[config.mk]
export PLATFORM = sky130hd
export DESIGN_NAME = bshift_rx_ctrl
export DESIGN_NICKNAME = d
export VERILOG_FILES = /design/src/rtl/bshift_rx_ctrl.sv
export SDC_FILE = /design/constraint.sdc
export NUM_CORES = 1
export LEC_CHECK = 0
export CAP_MARGIN = 25
export CORE_MARGIN = 4
export CORE_UTILIZATION = 50
export DETAILED_ROUTE_END_ITERATION = 8
export PLACE_DENSITY_LB_ADDON = 0.1
export RECOVER_POWER = 50
export SLEW_MARGIN = 10
export SYNTH_ARGS = -nofsm -noshare
export SYNTH_HDL_FRONTEND = slang
export SYNTH_SLANG_ARGS = --single-unit
[constraint.sdc]
create_clock -name clk -period 1.8 [get_ports clk]
set_input_delay 0.45 -clock clk [delete_from_list [all_inputs] [get_ports clk]]
set_output_delay 0.45 -clock clk [all_outputs]
set_load 0.02 [all_outputs]
[src/rtl/bshift_rx_ctrl.sv]
// bshift_rx_ctrl: serial frame receiver controller.
// Detects a start bit on i_rx, samples each bit at mid-bit, shifts DATA_BITS
// bits MSB-first into a shift register, checks the stop bit and hands the word
// to the consumer through a one-deep valid/ready holding register.
// Optional build macro RX_PARITY_EN adds an even-parity bit after the data
// bits and the o_parity_err output.
module bshift_rx_ctrl #(
    parameter int DATA_BITS    = 8,
    parameter int CLKS_PER_BIT = 16
) (
    input  logic                 clk,
    input  logic                 i_sclr,
    input  logic                 i_rx,
    input  logic                 i_ready,
    output logic [DATA_BITS-1:0] o_data,
    output logic                 o_valid,
    output logic                 o_busy,
    output logic                 o_frame_err,
`ifdef RX_PARITY_EN
    output logic                 o_overrun,
    output logic                 o_parity_err
`else
    output logic                 o_overrun
`endif
);

    localparam int HALF  = CLKS_PER_BIT / 2;
    localparam int CNT_W = $clog2(CLKS_PER_BIT);
    localparam int BIT_W = $clog2(DATA_BITS);

    localparam logic [CNT_W-1:0] CNT_ONE   = CNT_W'(1);
    localparam logic [CNT_W-1:0] HALF_LAST = CNT_W'(HALF - 1);
    localparam logic [CNT_W-1:0] BIT_LAST  = CNT_W'(CLKS_PER_BIT - 1);
    localparam logic [BIT_W-1:0] DATA_LAST = BIT_W'(DATA_BITS - 1);
    localparam logic [BIT_W-1:0] BIT_ONE   = BIT_W'(1);

    typedef enum logic [2:0] {
        S_IDLE   = 3'd0,
        S_START  = 3'd1,
        S_DATA   = 3'd2,
`ifdef RX_PARITY_EN
        S_PARITY = 3'd3,
`endif
        S_STOP   = 3'd4
    } state_t;

    state_t                 state_reg, state_next;
    logic [CNT_W-1:0]       cnt_reg, cnt_next;
    logic [BIT_W-1:0]       bit_reg, bit_next;
    logic [DATA_BITS-1:0]   shift_reg, shift_next;
    logic [DATA_BITS-1:0]   shift_ins;
    logic                   stop_sample;
    logic                   word_done;

    logic [DATA_BITS-1:0]   data_reg;
    logic                   valid_reg;
    logic                   frame_err_reg;
    logic                   overrun_reg;

`ifdef RX_PARITY_EN
    logic                   par_reg, par_next;
    logic                   parity_err_reg;
`endif

    // Left-shift with the newly sampled line value inserted at the LSB,
    // so the first-received bit ends up in the MSB.
    assign shift_ins[0] = i_rx;
    generate
        for (genvar gi = 1; gi < DATA_BITS; gi++) begin : g_shift
            assign shift_ins[gi] = shift_reg[gi-1];
        end
    endgenerate

    // State, baud counter, bit counter and shift register.
    always_ff @(posedge clk) begin
        if (i_sclr) begin
            state_reg <= S_IDLE;
            cnt_reg   <= '0;
            bit_reg   <= '0;
            shift_reg <= '0;
`ifdef RX_PARITY_EN
            par_reg   <= 1'b0;
`endif
        end else begin
            state_reg <= state_next;
            cnt_reg   <= cnt_next;
            bit_reg   <= bit_next;
            shift_reg <= shift_next;
`ifdef RX_PARITY_EN
            par_reg   <= par_next;
`endif
        end
    end

    // Next-state logic; the baud counter restarts at zero on every state entry
    // and its terminal count is the sample point of the current bit.
    always_comb begin
        state_next  = state_reg;
        cnt_next    = cnt_reg + CNT_ONE;
        bit_next    = bit_reg;
        shift_next  = shift_reg;
        stop_sample = 1'b0;
`ifdef RX_PARITY_EN
        par_next    = par_reg;
`endif
        case (state_reg)
            S_IDLE: begin
                cnt_next = '0;
                if (!i_rx) begin
                    state_next = S_START;
                end
            end
            S_START: begin
                if (cnt_reg == HALF_LAST) begin
                    cnt_next   = '0;
                    bit_next   = '0;
                    state_next = i_rx ? S_IDLE : S_DATA;
                end
            end
            S_DATA: begin
                if (cnt_reg == BIT_LAST) begin
                    cnt_next   = '0;
                    shift_next = shift_ins;
                    if (bit_reg == DATA_LAST) begin
`ifdef RX_PARITY_EN
                        state_next = S_PARITY;
`else
                        state_next = S_STOP;
`endif
                    end else begin
                        bit_next = bit_reg + BIT_ONE;
                    end
                end
            end
`ifdef RX_PARITY_EN
            S_PARITY: begin
                if (cnt_reg == BIT_LAST) begin
                    cnt_next   = '0;
                    par_next   = i_rx;
                    state_next = S_STOP;
                end
            end
`endif
            S_STOP: begin
                if (cnt_reg == BIT_LAST) begin
                    cnt_next    = '0;
                    stop_sample = 1'b1;
                    state_next  = S_IDLE;
                end
            end
            default: begin
                cnt_next   = '0;
                state_next = S_IDLE;
            end
        endcase
    end

    assign word_done = stop_sample & i_rx;

    // Output holding register: a finished word loads if the slot is free or is
    // being emptied this cycle; otherwise the new word is dropped as an overrun.
    always_ff @(posedge clk) begin
        if (i_sclr) begin
            data_reg       <= '0;
            valid_reg      <= 1'b0;
            frame_err_reg  <= 1'b0;
            overrun_reg    <= 1'b0;
`ifdef RX_PARITY_EN
            parity_err_reg <= 1'b0;
`endif
        end else begin
            frame_err_reg <= stop_sample & ~i_rx;
            overrun_reg   <= word_done & valid_reg & ~i_ready;
`ifdef RX_PARITY_EN
            parity_err_reg <= word_done & (^{shift_reg, par_reg});
`endif
            if (word_done && (!valid_reg || i_ready)) begin
                data_reg  <= shift_reg;
                valid_reg <= 1'b1;
            end else if (valid_reg && i_ready) begin
                valid_reg <= 1'b0;
            end
        end
    end

    assign o_data      = data_reg;
    assign o_valid     = valid_reg;
    assign o_busy      = (state_reg != S_IDLE);
    assign o_frame_err = frame_err_reg;
    assign o_overrun   = overrun_reg;
`ifdef RX_PARITY_EN
    assign o_parity_err = parity_err_reg;
`endif

endmodule

After elaboration in Yosys (flattened, before gate mapping) --
Cells that the tools add are included.
Operators by class: $add $sub $neg 2, eq/ne operators 12, multiplexer cells 18, bitwise operators 6, reductions and logical operators 12
Operators by type and width (count):
- $mux W3 | 8
- $ne A2 B2 Y1 const B | 6
- $pmux W3 S4 | 1
- $mux W4 | 2
- $pmux W4 S2 | 1
- $eq A3 B3 Y1 const B | 2
- $pmux W3 S2 | 1
- $reduce_and A5 Y1 | 1
- $add A4 B1 Y4 const B | 1
- $and A1 B1 Y1 | 4
- $eq A4 B3 Y1 const B | 1
- $eq A4 B4 Y1 const B | 1
- $mux W1 | 4
- $reduce_and A4 Y1 | 1
- $reduce_bool A2 Y1 | 2
- $add A3 B1 Y3 const B | 1
- $eq A3 B1 Y1 const B | 1
- $eq A3 B2 Y1 const B | 1
- $logic_not A3 Y1 | 1
- $reduce_bool A3 Y1 | 1
- $logic_and A1 B1 Y1 | 2
- $mux W2 | 1
- $not A1 Y1 | 2
- $reduce_and A2 Y1 | 1
- 3 further kinds | 3
Storage, ports and cells: bits in registers 29, input port bits 4, output and inout port bits 12, logic and storage cells 58

Depth between registers and ports, before layout --
depth in word-level cells 6, mapped depth 6, mapped depth without buffers 6

Worst setup path after synthesis --
Ideal clock, no wire load.
path kind reg-to-reg, start register bit_reg[0], end register bit_reg[1], arrival 1.377 ns, required time 1.684 ns, slack 0.307 ns, cell stages (with the launch flop) 6, period minus slack after synthesis 1.493 ns, cell sequence dfxtp_1 -> ha_1 -> ha_1 -> and4bb_1 -> o2111ai_2 -> a31o_2
On the way: longest elaborated chain between the ends 4, elaborated cells between the ends (all ways) 7, those cells by class add/sub (1); eq/ne (2); mux (3); reduce/logical (1)
Ends and longest elaborated chain:
- from (decl) | line 49 | logic [BIT_W-1:0] bit_reg, bit_next;
- from (signal assigned) | line 87 | bit_reg <= bit_next;
- $add A3 B1 Y3 | line 131 | bit_next = bit_reg + BIT_ONE;
- $mux W3 | line 124 | if (bit_reg == DATA_LAST) begin
- $mux W3 | line 121 | if (cnt_reg == BIT_LAST) begin
- $pmux W3 S2 | line 106 | case (state_reg)
Several ways; a longest one is shown, not always the timed one. The select of a mux whose other input is x is not followed. A chain may end at the register's enable or synchronous reset.

Worst setup path in the final report --
start register data_reg[1], in the netlist o_data[1], end output o_data[1]
RTL lines:
- from (decl) | line 55 | logic [DATA_BITS-1:0] data_reg;
- from (signal assigned) | line 178 | data_reg <= shift_reg;
- to (decl) | line 15 | output logic [DATA_BITS-1:0] o_data,
No word-level cell between the ends.

==> impl_results.html <==
<table>
<tr><th>Metric</th><th>Value</th></tr>
<tr><th colspan="2">Status</th></tr>
<tr><td>Outcome</td><td>finished clean</td></tr>
<tr><th colspan="2">STA</th></tr>
<tr><td>Post-route minimum period</td><td>1750 ps</td></tr>
<tr><td>Max_slew headroom</td><td>0.696</td></tr>
<tr><td>Worst-Margin Slew</td><td>454 ps</td></tr>
<tr><td>Setup repair after global routing missed its margin</td><td>no</td></tr>
<tr><td>Post-route clock skew</td><td>10.6 ps</td></tr>
<tr><td>Total of endpoints with negative setup slack in the final report</td><td>0</td></tr>
<tr><td>Maximum achievable frequency</td><td>0.571 GHz</td></tr>
<tr><td>Final Cycle Share</td><td>0.973</td></tr>
<tr><td>Final slew viol count</td><td>0</td></tr>
<tr><td>Worst-case hold slack</td><td>454 ps</td></tr>
<tr><td>Final hold violations</td><td>0</td></tr>
<tr><th colspan="2">Drt</th></tr>
<tr><td>DRC violations left</td><td>0</td></tr>
<tr><td>Average detailed-routed wire length per instance</td><td>12.9 um</td></tr>
<tr><td>Total number of vias</td><td>951</td></tr>
<tr><td>Final Routed Wirelength</td><td>2290 um</td></tr>
<tr><td>First-iteration detailed-routing DRC count</td><td>13</td></tr>
<tr><td>Via-per-instance ratio</td><td>5.37</td></tr>
<tr><td>Post-detailed-route count of antenna-violating nets</td><td>0</td></tr>
<tr><td>First-pass iteration count of the detailed router</td><td>5</td></tr>
<tr><th colspan="2">Power and ir drop</th></tr>
<tr><td>Proportion of power drawn by the clock network</td><td>0.343</td></tr>
<tr><td>Maximum VDD drop</td><td>600 uV</td></tr>
<tr><td>Power share of the combinational group</td><td>0.072</td></tr>
<tr><td>Final Power</td><td>1.11 mW</td></tr>
<tr><td>P_int</td><td>0.828 mW</td></tr>
<tr><td>Power density of the placed cells</td><td>741 nW/um^2</td></tr>
<tr><td>Switching Fraction</td><td>0.253</td></tr>
<tr><td>Relative contribution of sequential cells to total power</td><td>0.585</td></tr>
<tr><td>Leakage Power</td><td>0.639 nW</td></tr>
<tr><td>NetSw</td><td>0.280 mW</td></tr>
<tr><th colspan="2">Setup path</th></tr>
<tr><td>Startpoint kind of the worst setup timing path</td><td>register</td></tr>
<tr><td>Setup slack, reg-to-reg</td><td>190 ps</td></tr>
<tr><td>Data arrival time of the critical path</td><td>1300 ps</td></tr>
<tr><td>Critical-path top delay cell</td><td>sky130_fd_sc_hd__clkdlybuf4s50_1</td></tr>
<tr><td>Buffering stage count on the worst path with inverters included</td><td>1</td></tr>
<tr><td>Endpoint of the lowest-slack register-to-register path</td><td>o_data[6]</td></tr>
<tr><td>Req. time, crit path</td><td>1350 ps</td></tr>
<tr><td>Largest stage delay, worst path</td><td>610 ps</td></tr>
<tr><td>Cell family with most CP delay</td><td>buffers and inverters</td></tr>
<tr><td>Chain of cells forming the critical path</td><td>clkdlybuf4s50_1</td></tr>
<tr><td>Category of the critical setup timing path</td><td>reg2out</td></tr>
<tr><td>Worst r2r path cells</td><td>6</td></tr>
<tr><td>Crit path capture type</td><td>output pin</td></tr>
<tr><td>Highest fanout seen on the critical path</td><td>2</td></tr>
<tr><td>Startpoint of the worst-slack reg-to-reg timing path</td><td>cnt_reg[0]</td></tr>
<tr><th colspan="2">Clock tree</th></tr>
<tr><td>Insertion delay to the later sink of the worst-skew pair</td><td>340 ps</td></tr>
<tr><td>Clock sink count</td><td>29</td></tr>
<tr><td>Number of buffers added by the clock tree synthesis step</td><td>5</td></tr>
<tr><td>Maximum clock path buffer count</td><td>2</td></tr>
<tr><td>Clk slew on worst S/H paths</td><td>100 ps</td></tr>
<tr><td>Hold-fix buffers, CTS</td><td>0</td></tr>
<tr><td>Cell at the root of the clock tree</td><td>sky130_fd_sc_hd__clkbuf_4</td></tr>
<tr><td>Count of buffers added by post-CTS timing repair for setup</td><td>0</td></tr>
<tr><td>Number of H-tree levels</td><td>2</td></tr>
<tr><td>TritonCTS clock tree</td><td>done</td></tr>
<tr><th colspan="2">Layout</th></tr>
<tr><td>Commonest non-fill, non-tap cell in the layout</td><td>sky130_fd_sc_hd__dfxtp_1</td></tr>
<tr><td>Final-layout fill cell count</td><td>202</td></tr>
<tr><td>Number of nets in the layout</td><td>155</td></tr>
<tr><td>Most used cells in the layout excluding fill and tap cells</td><td>sky130_fd_sc_hd__dfxtp_1, sky130_fd_sc_hd__nor2_1, sky130_fd_sc_hd__mux2i_1, sky130_fd_sc_hd__clkdlybuf4s50_1, sky130_fd_sc_hd__nand2_1</td></tr>
<tr><td>Ratio of cells with drive above 1 in the final layout</td><td>0.154</td></tr>
<tr><td>Ant diodes</td><td>0</td></tr>
<tr><td>Area growth, synth to finish</td><td>19.3%</td></tr>
<tr><th colspan="2">Synthesis</th></tr>
<tr><td>Post-Synth Adder-Cell Area</td><td>0.0299</td></tr>
<tr><td>Area share of and/or/nand/nor cells after synthesis</td><td>0.231</td></tr>
<tr><td>Multiplexer share of the synthesized area</td><td>0.136</td></tr>
<tr><td>Compound-cell area share of the yosys netlist</td><td>0.0729</td></tr>
<tr><td>Summed instance area of the synthesized netlist</td><td>1250 um^2</td></tr>
<tr><td>Distinct cell type count after synthesis</td><td>39</td></tr>
<tr><td>Number of flops mapped to enable cells by yosys</td><td>0</td></tr>
<tr><td>Synthesized area per cell</td><td>10.0 um^2</td></tr>
<tr><td>Net count after synthesis</td><td>132</td></tr>
<tr><td>Cell count after synthesis</td><td>125</td></tr>
<tr><td>Total number of yosys warnings</td><td>0</td></tr>
<tr><td>Post-synthesis xor/xnor area fraction</td><td>0.0279</td></tr>
<tr><td>Predominant post-synthesis flop cell</td><td>sky130_fd_sc_hd__dfxtp_1</td></tr>
<tr><td>Async set-or-reset flop fraction in the synthesized netlist</td><td>0</td></tr>
<tr><td>Combinational family with the most area after synthesis</td><td>simple AND/OR/NAND/NOR gates</td></tr>
<tr><td>Share of the yosys chip area belonging to registers</td><td>0.463</td></tr>
<tr><td>#FFs+latches synth</td><td>29</td></tr>
<tr><th colspan="2">GRT</th></tr>
<tr><td>Total GRT Usage</td><td>0.165</td></tr>
<tr><td>Grt peak-use layer</td><td>met2</td></tr>
<tr><td>Remaining global-route overflow</td><td>0</td></tr>
<tr><td>Antenna violations before repair</td><td>0</td></tr>
<tr><td>Met1 Use GR</td><td>0.195</td></tr>
<tr><td>Global-route track usage on met3</td><td>0.0490</td></tr>
<tr><td>Met2 routing resource usage after global routing</td><td>0.253</td></tr>
<tr><td>Number of global-route vias before repair</td><td>935</td></tr>
<tr><td>Maximum number of pins on one net before global-route repair</td><td>18</td></tr>
<tr><td>Global-route wire length before repair</td><td>4100 um</td></tr>
<tr><th colspan="2">Worst hold path</th></tr>
<tr><td>Min-Delay Path Class</td><td>reg2reg</td></tr>
<tr><td>Hold Crit Endpoint</td><td>cnt_reg[0]</td></tr>
<tr><td>Number of stages on the worst hold path</td><td>1</td></tr>
<tr><td>Launch point of the worst hold path</td><td>cnt_reg[0]</td></tr>
<tr><th colspan="2">Place</th></tr>
<tr><td>I/O Buffers</td><td>15</td></tr>
<tr><td>Final Wtd Congestion</td><td>0.802</td></tr>
<tr><td>Detail Placement HPWL</td><td>1680 um</td></tr>
<tr><th colspan="2">Run</th></tr>
<tr><td>Maxcap violations</td><td>0</td></tr>
<tr><th colspan="2">Floorplanning</th></tr>
<tr><td>Width of the chip</td><td>58.1 um</td></tr>
<tr><td>Number of standard-cell rows in the floorplan</td><td>17</td></tr>
<tr><td>Die ar.</td><td>3370 um^2</td></tr>
<tr><td>Count of boundary I/O pins</td><td>16</td></tr>
<tr><td>Initial core utilization</td><td>0.546</td></tr>
<tr><td>Area of the core region</td><td>2300 um^2</td></tr>
<tr><td>Height of the die</td><td>58.1 um</td></tr>
</table>
final cells by class:
| type | count | area (um^2) | share of cell area |
|---|---|---|---|
| Clock buffer | 5 | 37.5 | 0.0251 |
| Clock inverter | 3 | 17.5 | 0.0117 |
| Sequential cell | 29 | 581 | 0.388 |
| Inverter | 3 | 11.3 | 0.00753 |
| Timing Repair Buffer | 22 | 198 | 0.132 |
| Tap cell | 28 | 35.0 | 0.0234 |
| Multi-Input combinational cell | 87 | 616 | 0.412 |
kinds of logic (layout without fill, tap and decap cells):
| family | after synthesis | after routing |
|---|---|---|
| mux | 17 | 17 |
| buf+inv | 9 | 33 |
| xor+xnor | 4 | 4 |
| simple gates | 52 | 52 |
| flops | 29 | 29 |
| fa+ha+maj | 3 | 3 |
| compound gates | 11 | 11 |
power by group through the flow:
stage | logic (mW) | clock network (mW) | registers [mW]
floorplan | 0.0571 | 0 | 0.663
global placement | 0.0854 | 0 | 0.663
detailed placement | 0.0864 | 0 | 0.664
CTS | 0.0861 | 0.398 | 0.649
global route | 0.0885 | 0.418 | 0.649
finish | 0.0803 | 0.380 | 0.648
synthesized netlist by cell type, drive strengths merged, types with 3 or more instances:
library cell,instances,area share
ha,3,0.030
buf,4,0.025
nor2,22,0.068
nand3,3,0.016
a31o,3,0.021
inv,3,0.0090
mux2i,17,0.14
dfxtp,29,0.46
xor2,3,0.021
nand2,7,0.021
and2,3,0.015
worst max path at each step:
stage,from,endpoint,slack [ps],cells after the start
after CTS,o_data[6],o_data[6],20,1
after floorplan,bit_reg[0],bit_reg[1],310,5
final,o_data[1],o_data[1],50,1
after detailed placement,i_rx,o_data[6],-70,6
after global routing,o_data[1],o_data[1],5,1
after global placement,i_rx,o_data[2],-40,6
through the flow:
step           setup slack, ps   util  setup TNS [ps]  area, um^2  std cells
2_1_floorplan              307      -               0        1250        125
3_3_place_gp             -41.6  0.638            -217        1470        169
3_5_place_dp             -70.8  0.638            -447        1470        169
4_1_cts                   17.7  0.662               0        1520        177
5_1_grt                   5.23  0.651               0        1500        177
6_report                  48.6  0.651               0        1500        177
routing by layer:
metal,vias to the layer above,share of wire
met5,-,0
met4,0,0.035
met3,8,0.051
met2,20,0.44
met1,441,0.47
li1,482,-
what timing repair did:
action                                  in CTS  in global routing
pin swaps                                    0                  0
resized for setup                            2                  3
endpoints found under the setup margin       1                  3
Note: power is estimated with default switching activity, not from simulation.
